[config.mk]
export PLATFORM = sky130hd
export DESIGN_NAME = ysyx_22041071_mem_arbiter_flat
export DESIGN_NICKNAME = d
export VERILOG_FILES = /design/src/rtl/ysyx_22041071_mem_arbiter_if.sv /design/src/rtl/ysyx_22041071_mem_arbiter.sv /design/src/flat_wrapper.sv
export SDC_FILE = /design/constraint.sdc
export NUM_CORES = 1
export LEC_CHECK = 0
export ABC_AREA = 1
export BUFFER_PORTS_ARGS = -buffer_cell sky130_fd_sc_hd__buf_2
export CORE_AREA = 5 5 216 218
export DETAILED_ROUTE_END_ITERATION = 8
export DIE_AREA = 0 0 221 223
export GPL_ROUTABILITY_DRIVEN = 0
export PLACE_DENSITY = 0.37
export SETUP_SLACK_MARGIN = 0.02
export SKIP_CTS_REPAIR_TIMING = 1
export SLEW_MARGIN = 20
export SYNTH_ARGS = -nofsm -noshare
export SYNTH_HDL_FRONTEND = slang
export SYNTH_SLANG_ARGS = --single-unit
[constraint.sdc]
create_clock -name clk -period 1.7 [get_ports clk]
set_input_delay 0.17 -clock clk [delete_from_list [all_inputs] [get_ports clk]]
set_output_delay 0.17 -clock clk [all_outputs]
set_load 0.03 [all_outputs]
[src/rtl/ysyx_22041071_mem_arbiter_if.sv]
// Request/response bundle between the IF/MEM requesters, the arbiter and the AXI bridge cpu_* port.
// The slave modport is the arbiter; the master modport is the requester/bridge side.
interface ysyx_22041071_mem_arbiter_if #(
    parameter int unsigned ADDR_W = 64,
    parameter int unsigned DATA_W = 64,
    parameter int unsigned LEN_W  = 8
);
    logic              if_req_valid;
    logic              if_req_ready;
    logic [ADDR_W-1:0] if_req_addr;
    logic [LEN_W-1:0]  if_req_len;
    logic [1:0]        if_req_size;
    logic              if_rsp_valid;
    logic [DATA_W-1:0] if_rsp_data;
    logic [1:0]        if_rsp_resp;
    logic              if_rsp_last;

    logic              mem_req_valid;
    logic              mem_req_ready;
    logic [ADDR_W-1:0] mem_req_addr;
    logic [LEN_W-1:0]  mem_req_len;
    logic [1:0]        mem_req_size;
    logic              mem_req_we;
    logic [DATA_W-1:0] mem_req_wdata;
    logic              mem_rsp_valid;
    logic [DATA_W-1:0] mem_rsp_data;
    logic [1:0]        mem_rsp_resp;
    logic              mem_rsp_last;

    logic              cpu_ar_valid;
    logic              cpu_aw_valid;
    logic [ADDR_W-1:0] cpu_addr;
    logic [LEN_W-1:0]  cpu_len;
    logic [1:0]        cpu_size;
    logic [DATA_W-1:0] cpu_data;
    logic              cpu_ar_ready;
    logic              cpu_r_valid;
    logic [DATA_W-1:0] cpu_r_data;
    logic [1:0]        cpu_resp;
    logic              cpu_aw_ready;

    modport slave (
        input  if_req_valid, if_req_addr, if_req_len, if_req_size,
        output if_req_ready, if_rsp_valid, if_rsp_data, if_rsp_resp, if_rsp_last,
        input  mem_req_valid, mem_req_addr, mem_req_len, mem_req_size, mem_req_we, mem_req_wdata,
        output mem_req_ready, mem_rsp_valid, mem_rsp_data, mem_rsp_resp, mem_rsp_last,
        output cpu_ar_valid, cpu_aw_valid, cpu_addr, cpu_len, cpu_size, cpu_data,
        input  cpu_ar_ready, cpu_r_valid, cpu_r_data, cpu_resp, cpu_aw_ready
    );

    modport master (
        output if_req_valid, if_req_addr, if_req_len, if_req_size,
        input  if_req_ready, if_rsp_valid, if_rsp_data, if_rsp_resp, if_rsp_last,
        output mem_req_valid, mem_req_addr, mem_req_len, mem_req_size, mem_req_we, mem_req_wdata,
        input  mem_req_ready, mem_rsp_valid, mem_rsp_data, mem_rsp_resp, mem_rsp_last,
        input  cpu_ar_valid, cpu_aw_valid, cpu_addr, cpu_len, cpu_size, cpu_data,
        output cpu_ar_ready, cpu_r_valid, cpu_r_data, cpu_resp, cpu_aw_ready
    );
endinterface

[src/rtl/ysyx_22041071_mem_arbiter.sv]
// Round-robin arbiter sharing the AXI bridge cpu_* port between IF (read) and MEM (read/write).
// One transaction in flight; read beats and write completion are routed back to the owner.
module ysyx_22041071_mem_arbiter #(
    parameter int unsigned ADDR_W = 64,
    parameter int unsigned DATA_W = 64,
    parameter int unsigned LEN_W  = 8
) (
    input logic                      clk,
    input logic                      reset_n,
    ysyx_22041071_mem_arbiter_if.slave bus
);

    typedef enum logic [1:0] {StIdle, StRdAddr, StRdData, StWrAddr} state_e;

    state_e            state_q;
    logic [LEN_W-1:0]  beat_cnt_q;
    logic [LEN_W-1:0]  len_q;
    logic [ADDR_W-1:0] addr_q;
    logic [1:0]        size_q;
    logic [DATA_W-1:0] wdata_q;
    logic              last_grant_q;  // 1 = MEM
    logic              owner_q;       // 1 = MEM
    logic              if_ready_q;
    logic              mem_ready_q;
    logic              ar_valid_q;
    logic              aw_valid_q;

    logic grant_any;
    logic grant_mem;
    logic rd_beat;
    logic rd_last;
    logic rd_if;
    logic rd_mem;
    logic wr_done;

    always_comb begin
        grant_any = bus.if_req_valid | bus.mem_req_valid;
        // On a tie MEM wins unless it was granted last.
        grant_mem = bus.mem_req_valid & (~bus.if_req_valid | ~last_grant_q);
    end

    always_ff @(posedge clk) begin
        if (!reset_n) begin
            state_q      <= StIdle;
            beat_cnt_q   <= '0;
            len_q        <= '0;
            addr_q       <= '0;
            size_q       <= '0;
            wdata_q      <= '0;
            last_grant_q <= 1'b0;
            owner_q      <= 1'b0;
            if_ready_q   <= 1'b0;
            mem_ready_q  <= 1'b0;
            ar_valid_q   <= 1'b0;
            aw_valid_q   <= 1'b0;
        end else begin
            if_ready_q  <= 1'b0;
            mem_ready_q <= 1'b0;
            case (state_q)
                StIdle: begin
                    if (grant_any) begin
                        last_grant_q <= grant_mem;
                        owner_q      <= grant_mem;
                        beat_cnt_q   <= '0;
                        if (grant_mem) begin
                            mem_ready_q <= 1'b1;
                            addr_q      <= bus.mem_req_addr;
                            size_q      <= bus.mem_req_size;
                            wdata_q     <= bus.mem_req_wdata;
                            if (bus.mem_req_we) begin
                                len_q      <= '0;
                                aw_valid_q <= 1'b1;
                                state_q    <= StWrAddr;
                            end else begin
                                len_q      <= bus.mem_req_len;
                                ar_valid_q <= 1'b1;
                                state_q    <= StRdAddr;
                            end
                        end else begin
                            if_ready_q <= 1'b1;
                            addr_q     <= bus.if_req_addr;
                            len_q      <= bus.if_req_len;
                            size_q     <= bus.if_req_size;
                            wdata_q    <= '0;
                            ar_valid_q <= 1'b1;
                            state_q    <= StRdAddr;
                        end
                    end
                end
                StRdAddr: begin
                    if (bus.cpu_ar_ready) begin
                        ar_valid_q <= 1'b0;
                        beat_cnt_q <= '0;
                        state_q    <= StRdData;
                    end
                end
                StRdData: begin
                    if (bus.cpu_r_valid) begin
                        if (beat_cnt_q == len_q) begin
                            state_q <= StIdle;
                        end else begin
                            beat_cnt_q <= beat_cnt_q + 1'b1;
                        end
                    end
                end
                StWrAddr: begin
                    if (bus.cpu_aw_ready) begin
                        aw_valid_q <= 1'b0;
                        state_q    <= StIdle;
                    end
                end
                default: state_q <= StIdle;
            endcase
        end
    end

    // Responses pass straight through from the bridge; non-owner and idle outputs stay zero.
    always_comb begin
        rd_beat = (state_q == StRdData) & bus.cpu_r_valid;
        rd_last = (beat_cnt_q == len_q);
        rd_if   = rd_beat & ~owner_q;
        rd_mem  = rd_beat & owner_q;
        wr_done = (state_q == StWrAddr) & bus.cpu_aw_ready;
    end

    assign bus.if_req_ready  = if_ready_q;
    assign bus.if_rsp_valid  = rd_if;
    assign bus.if_rsp_data   = rd_if ? bus.cpu_r_data : '0;
    assign bus.if_rsp_resp   = rd_if ? bus.cpu_resp : 2'b00;
    assign bus.if_rsp_last   = rd_if & rd_last;

    assign bus.mem_req_ready = mem_ready_q;
    assign bus.mem_rsp_valid = rd_mem | wr_done;
    assign bus.mem_rsp_data  = rd_mem ? bus.cpu_r_data : '0;
    assign bus.mem_rsp_resp  = (rd_mem | wr_done) ? bus.cpu_resp : 2'b00;
    assign bus.mem_rsp_last  = (rd_mem & rd_last) | wr_done;

    assign bus.cpu_ar_valid  = ar_valid_q;
    assign bus.cpu_aw_valid  = aw_valid_q;
    assign bus.cpu_addr      = addr_q;
    assign bus.cpu_len       = len_q;
    assign bus.cpu_size      = size_q;
    assign bus.cpu_data      = wdata_q;

endmodule

[src/flat_wrapper.sv]
// flat-port wrapper written by rule: the top's interface ports become plain ports
module ysyx_22041071_mem_arbiter_flat 
#(
    parameter int unsigned ADDR_W = 64,
    parameter int unsigned DATA_W = 64,
    parameter int unsigned LEN_W  = 8
)
  (clk, reset_n, bus_if_req_valid, bus_if_req_addr, bus_if_req_len, bus_if_req_size, bus_if_req_ready, bus_if_rsp_valid, bus_if_rsp_data, bus_if_rsp_resp, bus_if_rsp_last, bus_mem_req_valid, bus_mem_req_addr, bus_mem_req_len, bus_mem_req_size, bus_mem_req_we, bus_mem_req_wdata, bus_mem_req_ready, bus_mem_rsp_valid, bus_mem_rsp_data, bus_mem_rsp_resp, bus_mem_rsp_last, bus_cpu_ar_valid, bus_cpu_aw_valid, bus_cpu_addr, bus_cpu_len, bus_cpu_size, bus_cpu_data, bus_cpu_ar_ready, bus_cpu_r_valid, bus_cpu_r_data, bus_cpu_resp, bus_cpu_aw_ready);
  ysyx_22041071_mem_arbiter_if #(.ADDR_W(ADDR_W), .DATA_W(DATA_W), .LEN_W(LEN_W)) bus_i ();
  input logic clk;
  input logic reset_n;
  input wire logic [$bits(bus_i.if_req_valid)-1:0] bus_if_req_valid;
  input wire logic [$bits(bus_i.if_req_addr)-1:0] bus_if_req_addr;
  input wire logic [$bits(bus_i.if_req_len)-1:0] bus_if_req_len;
  input wire logic [$bits(bus_i.if_req_size)-1:0] bus_if_req_size;
  output wire logic [$bits(bus_i.if_req_ready)-1:0] bus_if_req_ready;
  output wire logic [$bits(bus_i.if_rsp_valid)-1:0] bus_if_rsp_valid;
  output wire logic [$bits(bus_i.if_rsp_data)-1:0] bus_if_rsp_data;
  output wire logic [$bits(bus_i.if_rsp_resp)-1:0] bus_if_rsp_resp;
  output wire logic [$bits(bus_i.if_rsp_last)-1:0] bus_if_rsp_last;
  input wire logic [$bits(bus_i.mem_req_valid)-1:0] bus_mem_req_valid;
  input wire logic [$bits(bus_i.mem_req_addr)-1:0] bus_mem_req_addr;
  input wire logic [$bits(bus_i.mem_req_len)-1:0] bus_mem_req_len;
  input wire logic [$bits(bus_i.mem_req_size)-1:0] bus_mem_req_size;
  input wire logic [$bits(bus_i.mem_req_we)-1:0] bus_mem_req_we;
  input wire logic [$bits(bus_i.mem_req_wdata)-1:0] bus_mem_req_wdata;
  output wire logic [$bits(bus_i.mem_req_ready)-1:0] bus_mem_req_ready;
  output wire logic [$bits(bus_i.mem_rsp_valid)-1:0] bus_mem_rsp_valid;
  output wire logic [$bits(bus_i.mem_rsp_data)-1:0] bus_mem_rsp_data;
  output wire logic [$bits(bus_i.mem_rsp_resp)-1:0] bus_mem_rsp_resp;
  output wire logic [$bits(bus_i.mem_rsp_last)-1:0] bus_mem_rsp_last;
  output wire logic [$bits(bus_i.cpu_ar_valid)-1:0] bus_cpu_ar_valid;
  output wire logic [$bits(bus_i.cpu_aw_valid)-1:0] bus_cpu_aw_valid;
  output wire logic [$bits(bus_i.cpu_addr)-1:0] bus_cpu_addr;
  output wire logic [$bits(bus_i.cpu_len)-1:0] bus_cpu_len;
  output wire logic [$bits(bus_i.cpu_size)-1:0] bus_cpu_size;
  output wire logic [$bits(bus_i.cpu_data)-1:0] bus_cpu_data;
  input wire logic [$bits(bus_i.cpu_ar_ready)-1:0] bus_cpu_ar_ready;
  input wire logic [$bits(bus_i.cpu_r_valid)-1:0] bus_cpu_r_valid;
  input wire logic [$bits(bus_i.cpu_r_data)-1:0] bus_cpu_r_data;
  input wire logic [$bits(bus_i.cpu_resp)-1:0] bus_cpu_resp;
  input wire logic [$bits(bus_i.cpu_aw_ready)-1:0] bus_cpu_aw_ready;
  assign bus_i.if_req_valid = bus_if_req_valid;
  assign bus_i.if_req_addr = bus_if_req_addr;
  assign bus_i.if_req_len = bus_if_req_len;
  assign bus_i.if_req_size = bus_if_req_size;
  assign bus_if_req_ready = bus_i.if_req_ready;
  assign bus_if_rsp_valid = bus_i.if_rsp_valid;
  assign bus_if_rsp_data = bus_i.if_rsp_data;
  assign bus_if_rsp_resp = bus_i.if_rsp_resp;
  assign bus_if_rsp_last = bus_i.if_rsp_last;
  assign bus_i.mem_req_valid = bus_mem_req_valid;
  assign bus_i.mem_req_addr = bus_mem_req_addr;
  assign bus_i.mem_req_len = bus_mem_req_len;
  assign bus_i.mem_req_size = bus_mem_req_size;
  assign bus_i.mem_req_we = bus_mem_req_we;
  assign bus_i.mem_req_wdata = bus_mem_req_wdata;
  assign bus_mem_req_ready = bus_i.mem_req_ready;
  assign bus_mem_rsp_valid = bus_i.mem_rsp_valid;
  assign bus_mem_rsp_data = bus_i.mem_rsp_data;
  assign bus_mem_rsp_resp = bus_i.mem_rsp_resp;
  assign bus_mem_rsp_last = bus_i.mem_rsp_last;
  assign bus_cpu_ar_valid = bus_i.cpu_ar_valid;
  assign bus_cpu_aw_valid = bus_i.cpu_aw_valid;
  assign bus_cpu_addr = bus_i.cpu_addr;
  assign bus_cpu_len = bus_i.cpu_len;
  assign bus_cpu_size = bus_i.cpu_size;
  assign bus_cpu_data = bus_i.cpu_data;
  assign bus_i.cpu_ar_ready = bus_cpu_ar_ready;
  assign bus_i.cpu_r_valid = bus_cpu_r_valid;
  assign bus_i.cpu_r_data = bus_cpu_r_data;
  assign bus_i.cpu_resp = bus_cpu_resp;
  assign bus_i.cpu_aw_ready = bus_cpu_aw_ready;
  ysyx_22041071_mem_arbiter #(.ADDR_W(ADDR_W), .DATA_W(DATA_W), .LEN_W(LEN_W)) u_core (.clk(clk), .reset_n(reset_n), .bus(bus_i));
endmodule
=== Yosys cells after proc, flatten, opt, wreduce, memory -nomap -nowiden ===
Cells that the tools add are included.

* Add/subtract/negate cells: 1
* Equal/unequal tests: 13
* Muxes and demuxes: 34
* Bitwise logic cells: 13
* Reductions and logical operators: 10

{| class="wikitable"
|+ Operators by type and width
! kind !! count
|-
| 64-bit 2-to-1 mux || 4
|-
| 8-bit 2-to-1 mux || 6
|-
| 8-bit one-hot mux with 3 select lines || 1
|-
| 2-bit 2-to-1 mux || 10
|-
| 5-bit AND reduction || 3
|-
| 1-bit 2-to-1 mux || 10
|-
| 2-bit != test, second input constant || 5
|-
| 8-bit by 1-bit adder with 8-bit output, second input constant || 1
|-
| 8-bit equality test || 1
|-
| 2-bit one-hot mux with 4 select lines || 1
|-
| 1-bit bitwise AND || 7
|-
| 2-bit by 1-bit != test with 1-bit output, second input constant || 3
|-
| 2-bit equality test, second input constant || 2
|-
| 1-bit bitwise OR || 4
|-
| 1-bit one-hot mux with 2 select lines || 2
|-
| 4-bit AND reduction || 1
|-
| 2-bit nonzero test || 2
|-
| 3-bit != test, second input constant || 1
|-
| 3-bit AND reduction || 1
|-
| 3-bit nonzero test || 1
|-
| 2-bit by 1-bit equality test with 1-bit output, second input constant || 1
|-
| 2-bit logical NOT || 1
|-
| 1-bit NOT || 2
|-
| 2-bit AND reduction || 1
|}

* Register bits: 153
* Output and inout port bits: 278
* Logic and storage cells: 82

=== Longest topological paths before layout ===
Gate-level depths: netlist of run 1.

* Word-level depth: 6
* Mapped depth: 10

=== Least setup slack after synthesis of run 1 ===
Ideal clock, no wire load.

* Path type: register -> output
* Start point: register u_core.state_q[0]
* End point: output bus_if_rsp_data[33]
* Data arrival time: 1,704 ps
* Data required time: 1,530 ps
* Path slack: -174 ps
* Stages on the path, launching flop included: 10
* Path buffers: 2
* Path through: dfxtp_1 > inv_1 > nand2_4 > inv_2 > nand2_1 > nor2_2 > inv_2 > buf_6 > buf_6 > nor2_1

* Longest elaborated chain between the ends: 4

{| class="wikitable"
|+ Ends and longest elaborated chain
! what !! RTL line !! RTL
|-
| from (decl) || ysyx_22041071_mem_arbiter.sv:15 || <nowiki>state_e state_q;</nowiki>
|-
| from (signal assigned) || ysyx_22041071_mem_arbiter.sv:44 || <nowiki>state_q <= StIdle;</nowiki>
|-
| from (signal assigned) || ysyx_22041071_mem_arbiter.sv:73 || <nowiki>state_q <= StWrAddr;</nowiki>
|-
| from (signal assigned) || ysyx_22041071_mem_arbiter.sv:77 || <nowiki>state_q <= StRdAddr;</nowiki>
|-
| 2-bit equality test || ysyx_22041071_mem_arbiter.sv:119 || <nowiki>rd_beat = (state_q == StRdData) & bus.cpu_r_valid;</nowiki>
|-
| 1-bit bitwise AND || ysyx_22041071_mem_arbiter.sv:119 ||
|-
| 1-bit bitwise AND || ysyx_22041071_mem_arbiter.sv:121 || <nowiki>rd_if = rd_beat & ~owner_q;</nowiki>
|-
| net bus_if_rsp_valid || flat_wrapper.sv:17 || <nowiki>output wire logic [$bits(bus_i.if_rsp_valid)-1:0] bus_if_rsp_valid;</nowiki>
|-
| 64-bit 2-to-1 mux || ysyx_22041071_mem_arbiter.sv:128 || <nowiki>assign bus.if_rsp_data = rd_if ? bus.cpu_r_data : '0;</nowiki>
|-
| to (decl) || flat_wrapper.sv:18 || <nowiki>output wire logic [$bits(bus_i.if_rsp_data)-1:0] bus_if_rsp_data;</nowiki>
|}

The timed path passes the listed nets, and every way through them passes these cells.

=== Final worst setup path of run 1 ===
* Start point: register u_core.state_q[0]
* End point: output bus_if_rsp_data[1]

* Longest elaborated chain between the ends: 4

{| class="wikitable"
|+ Ends and longest elaborated chain
! what !! RTL line
|-
| 2-bit equality test || ysyx_22041071_mem_arbiter.sv:119
|-
| 1-bit bitwise AND || ysyx_22041071_mem_arbiter.sv:119
|-
| 1-bit bitwise AND || ysyx_22041071_mem_arbiter.sv:121
|-
| 64-bit 2-to-1 mux || ysyx_22041071_mem_arbiter.sv:128
|}

Every way passes these cells.

==> reports/results.txt, run 1 <==
Status: complete, but fails checks
Failing checks: negative hold slack, negative setup slack
Switching fraction of total power: 44.58%
Pint: 10.60 mW
CTS tree: yes
Final hold vios: 2
Share of power burned in registers: 27.0%
Core Box Area: 0.04470 mm^2
Worst Max-Slew Pin Slew: 0.3828 ns
Clock sink total: 153
Worst Path Class, Setup: reg2out
Logic pwr share: 51.1%
Warnings, synthesis: 0
Post-route worst setup slack: -0.2389 ns
Placed cell area: 0.01105 mm^2
CP Capture Type: output port
RSZ-0062 raised after global routing: yes
Largest net degree at the start of global routing: 74
CP peak stage delay: 0.33 ns
Vias: 10120
Die width: 221 um
Final wirelength: 41450 um
Grt ovf: 0
Wire length per cell: 16.92 um
Hold slack final: -0.01614 ns
Post-synthesis cell count: 1088
Final min period: 1.939 ns
Port Buffers: 563
P_leak: 7.268 nW
I/O Pins: 564
Die H: 223 um
H-Tree Depth: 4
DP HPWL: 28840 um
Critical path data arrival time: 1.77 ns
Most frequent cells in the layout: buf_2 (436), nand2_1 (315), dlygate4sd3_1 (178)
Ratio of final minimum period to clock period: 114.1%
CP delay by family, top: buffers and inverters
Crit-path slowest cell: dfxtp_2
Fmax: 515.8 MHz
Clock latency on the worst-skew pair: 0.45 ns
Rows: 78
Max VDD drop: 686.6 uV
Clock Tree Buf Depth: 2
Initial antenna violation count: 3
Cell Area, Synth: 0.007212 mm^2
Starting Density: 16.13%
Critical path required time: 1.53 ns
Switching power: 8.523 mW
PD cells: 1267 mW/mm^2
Vias per inst: 4.129
Worst slew margin: 74.45%
Design area: 0.01509 mm^2
DRC: 0
Iter 0 DRT Violations: 410
Clock Power Share: 21.9%
Max-slew violations: 0
Commonest non-fill, non-tap cell in the layout: buf_2
Worst-path clk slew: 0.07 ns
Area grow syn2layout: 109.2%
Final antenna-violating net count: 0
Total power: 19.12 mW
Share of cells above drive strength 1: 44.73%
CP Buf/Inv Count: 5
Worst path cell trace: inv_2 > nand2_4 > inv_4 > nand2_1 > nor2_4 > inv_6 > clkbuf_16 > nor2_2 > buf_6
Seq/Total Area, Yosys: 42.47%
Vias in the first global route: 8873
Nets@finish: 2123
Setup Total Neg Slack: -18.87 ns
Inserted Clock Buffers: 17
CP Launch Type: register
Total track usage: 14.15%
Root buffer cell: clkbuf_16
Die ar.: 0.04928 mm^2
# setup viols final: 135
Syn nets: 1375
Avg Synthesized Cell Area: 6.629 um^2
Post-synthesis cell type count: 26
MaxCap Viol Count: 0
Yosys reg bits: 153
HP Class: in2reg
Worst Skew: 0.01073 ns
First-pass GRT wire length: 54250 um
Crit path max fanout: 14
First-pass iteration count of the detailed router: 5
-- state kept, by name (all words and copies together), names as in the netlist, 2 cells and up --
signal               cells
u_core.state_q           2
u_core.bus.cpu_size      2
u_core.beat_cnt_q        8
u_core.bus.cpu_data     64
u_core.bus.cpu_addr     64
u_core.bus.cpu_len       8
-- kinds of logic (layout without fill, tap and decap cells) --
logic type | after synthesis | count (layout) | share of synthesized area, %
flip-flops | 153 | 153 | 42.47
XOR/XNOR | 4 | 4 | 0.4857
buffers and inverters | 181 | 942 | 11.10
AO/OA/AOI/OAI | 220 | 220 | 16.78
other | 0 | 1 | 0
adder cells (fa/ha/maj) | 1 | 1 | 0.1735
AND/OR/NAND/NOR | 529 | 529 | 28.99
-- synth_stat cells (all sizes together) --
cell	count	area, um^2
nand2	327	1247
nor2	162	635.6
dfxtp	153	3063
inv	105	394.1
a21oi	74	370.4
o21ai	69	345.3
a31oi	67	419.2
buf	51	312.8
nand3	35	175.2
clkbuf	25	93.84
o211ai	8	60.06
xnor2	4	35.03
nor3	2	10.01
a22oi	1	7.510
ha	1	12.51
nand4	1	6.260
nor3b	1	7.510
o31ai	1	7.510
or2	1	8.760
-- layout make-up --
cell class / instances / area (um^2)
fill: 4687 / 29610
timing repair buffer: 805 / 6237
multi-input combinational: 754 / 3968
sequential: 153 / 3095
tap: 600 / 750.7
clock buffer: 21 / 460.4
inverter: 105 / 406.6
clock inverter: 11 / 170.2
antenna: 1 / 2.502
-- power by group through the flow --
stage	registers (mW)	logic (mW)	clock network [mW]
finish	5.16	9.78	4.18
global route	5.28	10.5	4.48
CTS	5.12	8.68	4.38
detailed placement	5.18	8.67	0
global placement	5.17	8.66	0
floorplan	6.94	3.62	0
-- routing by layer --
metal / track usage (%) / vias up / part of all wire [%]
met3: 4.184 / 83 / 5.7
met5: 0 / - / 0
met1: 15.36 / 4644 / 37
li1: - / 4964 / -
met4: 5.322 / 0 / 4.0
met2: 25.99 / 426 / 53
-- per-stage QoR --
step                      utilization (%)  setup WS (ns)  std cells
final                               33.76        -0.2389       2450
after global routing                33.76        -0.3376       2450
after CTS                           26.12        -0.4014       2248
after detailed placement            24.71         0.1140       2216
after global placement              24.71         0.1226       2216
after floorplan                         -       -0.05379       1088
-- worst reg2reg max path: stages (launching register included) --
cell     delay [ns]
dfxtp_2        0.34
buf_6          0.13
nor2_2         0.12
inv_2          0.09
nor2_4         0.15
buf_12         0.18
buf_12         0.18
o21ai_0        0.11
a31oi_1        0.17
-- path summary, 6_finish.rpt --
| kind | endpoint | depth (start not counted) | start | slack [ns] |
|---|---|---|---|---|
| setup reg to reg | u_core.bus.cpu_addr[38]$_SDFFE_PN0P_ | 8 | u_core.state_q[1]$_SDFFE_PN0P_ | 0.15 |
| hold / removal | u_core.bus.cpu_addr[14]$_SDFFE_PN0P_ | 3 | bus_mem_req_addr[14] | -0.02 |
| hold reg to reg | u_core.bus.cpu_data[57]$_SDFFE_PN0P_ | 2 | u_core.bus.cpu_data[57]$_SDFFE_PN0P_ | 0.46 |
| setup / recovery | bus_if_rsp_data[1] | 9 | u_core.state_q[0]$_SDFFE_PN0P_ | -0.24 |
Note: power is estimated with default switching activity, not from simulation.
==> run 2, diff against run 1 <==
- ABC_AREA: 1 -> unset
- CORE_AREA: 5 5 216 218 -> 5 5 218 220
- DIE_AREA: 0 0 221 223 -> 0 0 223 225
- clock period: 1.7 -> 1.8 ns (I/O delays scaled with it)
==> reports/results.txt, run 2 <==
Final wirelength: 36280 um
Clock Tree Buf Depth: 2
Total track usage: 12.94%
RSZ-0062 raised after global routing: yes
Worst Skew: 0.009352 ns
Commonest non-fill, non-tap cell in the layout: buf_2
Core Box Area: 0.04509 mm^2
Worst r2r path cells: 6
P_leak: 6.882 nW
Inserted Clock Buffers: 17
HP Class: in2reg
Iter 0 DRT Violations: 312
Syn nets: 1166
Vias: 8569
Crit-path slowest cell: dfxtp_2
Reg2reg setup slack: 0.01 ns
CP Launch Type: register
Largest net degree at the start of global routing: 86
Status: complete, but fails checks
H-Tree Depth: 4
Failing checks: negative hold slack, negative setup slack
Rows: 78
R2r startpoint: u_core.state_q[1]$_SDFFE_PN0P_
Avg Synthesized Cell Area: 8.384 um^2
Post-synthesis cell count: 879
Max-slew violations: 0
Yosys reg bits: 153
Synth Flop Type: dfxtp_1
Nets@finish: 1766
Worst Path Class, Setup: reg2out
DP HPWL: 26520 um
Reg2reg end: u_core.bus.cpu_data[12]$_SDFFE_PN0P_
Die width: 223 um
Worst slew margin: 72.30%
Root buffer cell: clkbuf_16
Critical path required time: 1.62 ns
Warnings, synthesis: 0
Worst Hold Launch: bus_mem_req_wdata[38]
Area grow syn2layout: 76.54%
First-pass GRT wire length: 50540 um
CP Capture Type: output port
Seq/Total Area, Yosys: 41.56%
Count leader, synth: dfxtp_1
Wire length per cell: 17.32 um
I/O Pins: 564
Final min period: 2.056 ns
Fmax: 486.4 MHz
Starting Density: 16.34%
Clock latency on the worst-skew pair: 0.47 ns
Post-route worst setup slack: -0.2561 ns
Vias per inst: 4.090
Worst Max-Slew Pin Slew: 0.4156 ns
First-pass iteration count of the detailed router: 5
Final hold vios: 7
Synth top area share: 41.56%
Crit path max fanout: 8
Ratio of final minimum period to clock period: 114.2%
Initial antenna violation count: 7
Cell Area, Synth: 0.007370 mm^2
Final antenna-violating net count: 0
Synth async-reset ratio: 0%
Worst hold path depth: 3
Largest cells by area after synthesis: dfxtp_1 (42%), and2_1 (11%), o211a_1 (10%)
Dpl ws: 0.1492 ns
Share of cells above drive strength 1: 46.25%
Clock sink total: 153
CP peak stage delay: 0.34 ns
# setup viols final: 135
Port Buffers: 563
Most frequent cells in the layout: buf_2 (458), nand2_1 (151), dfxtp_1 (140)
Worst-path clk slew: 0.06 ns
Synth area leader: dfxtp_1
Number of flops mapped to enable cells by yosys: 0
Worst path cell trace: nor2b_4 > nand2_2 > nor2_4 > buf_12 > buf_6 > and2_1 > buf_4
MaxCap Viol Count: 0
Max VDD drop: 588.3 uV
Hold worst-path end: u_core.bus.cpu_data[38]$_SDFFE_PN0P_
Hold slack final: -0.02282 ns
Critical path data arrival time: 1.88 ns
DRC: 0
Vias in the first global route: 8279
Die H: 225 um
Die ar.: 0.05018 mm^2
Grt ovf: 0
Commonest cells in the netlist: dfxtp_1 (153), nand2_1 (152), and2_1 (134)
PD cells: 949.2 mW/mm^2
CTS tree: yes
Post-synthesis cell type count: 37
run 2: cell types whose count changed in the layout (fill, tap and decap cells not counted), sizes merged, moves of 46 or more:
cell	delta
dlygate4sd3	-126
o21ai	-63
nor2	-152
a21oi	-69
a31oi	-67
nand2	-175
nand3	+46
a22oi	+63
inv	-101
and2	+134
o211a	+75
nor2b	+67
run 2: how the worst max path moves through the flow:
stage	endpoint	startpoint	depth (start not counted)	slack, ns
after global routing	bus_if_rsp_data[57]	u_core.state_q[1]$_SDFFE_PN0P_	7	-0.35
after detailed placement	u_core.bus.cpu_data[5]$_SDFFE_PN0P_	u_core.state_q[0]$_SDFFE_PN0P_	5	0.15
after floorplan	bus_if_rsp_last	u_core.bus.cpu_len[1]$_SDFFE_PN0P_	4	0.005
after CTS	bus_if_rsp_data[18]	u_core.state_q[1]$_SDFFE_PN0P_	6	-0.39
after global placement	u_core.bus.cpu_addr[35]$_SDFFE_PN0P_	u_core.state_q[0]$_SDFFE_PN0P_	6	0.14
final	bus_if_rsp_data[51]	u_core.state_q[1]$_SDFFE_PN0P_	7	-0.26
run 2: logic make-up (layout without fill, tap and decap cells):
group,after synthesis,in the layout,share of synthesized area [%]
adder cells (fa/ha/maj),1,1,0.1698
XOR/XNOR,12,12,1.426
other,0,3,0
AND/OR/NAND/NOR,471,471,33.38
buffers and inverters,82,695,4.703
AO/OA/AOI/OAI,160,160,18.76
flip-flops,153,153,41.56
run 2: layer usage:
layer	global-route usage, %	part of all wire (%)	up-vias
li1	-	-	4221
met1	15.23	41	3955
met2	21.16	48	344
met3	5.797	9.6	43
met4	4.190	1.7	6
met5	0	0.091	-
run 2: where the power goes:
| group | internal [mW] | total (mW) | switching, mW |
|---|---|---|---|
| combinational | 1.70 | 4.43 | 2.73 |
| sequential | 3.86 | 4.12 | 0.253 |
| clock | 2.19 | 3.81 | 1.62 |
| total | 7.74 | 12.3 | 4.60 |
run 2: layout make-up:
cell class              instances  area, um^2
diodes                          3       7.507
clock buffers                  18       429.2
clock inverters                14       172.7
fillers                      4983       32080
inverters                       2       7.507
multi-input cells             644        4076
flip-flops and latches        153        3079
well taps                     600       750.7
repair buffers                661        4487
run 2: worst max-delay path, delay by kind of cell, from the launching register on:
kind | cells | cell delay (ns)
buffers and inverters | 3 | 0.47
flip-flops | 1 | 0.34
AND/OR/NAND/NOR | 4 | 0.61
run 2: per-stage QoR:
stage	cells	util, %	setup TNS (ns)	total power, mW	cell area (um^2)
floorplan	879	-	0	6.697	7380
global placement	1998	24.55	0	8.396	11070
detailed placement	1998	24.55	0	8.380	11070
CTS	2030	25.89	-44.87	12.31	11670
global route	2093	28.84	-36.62	13.07	13010
finish	2095	28.85	-21.82	12.35	13010
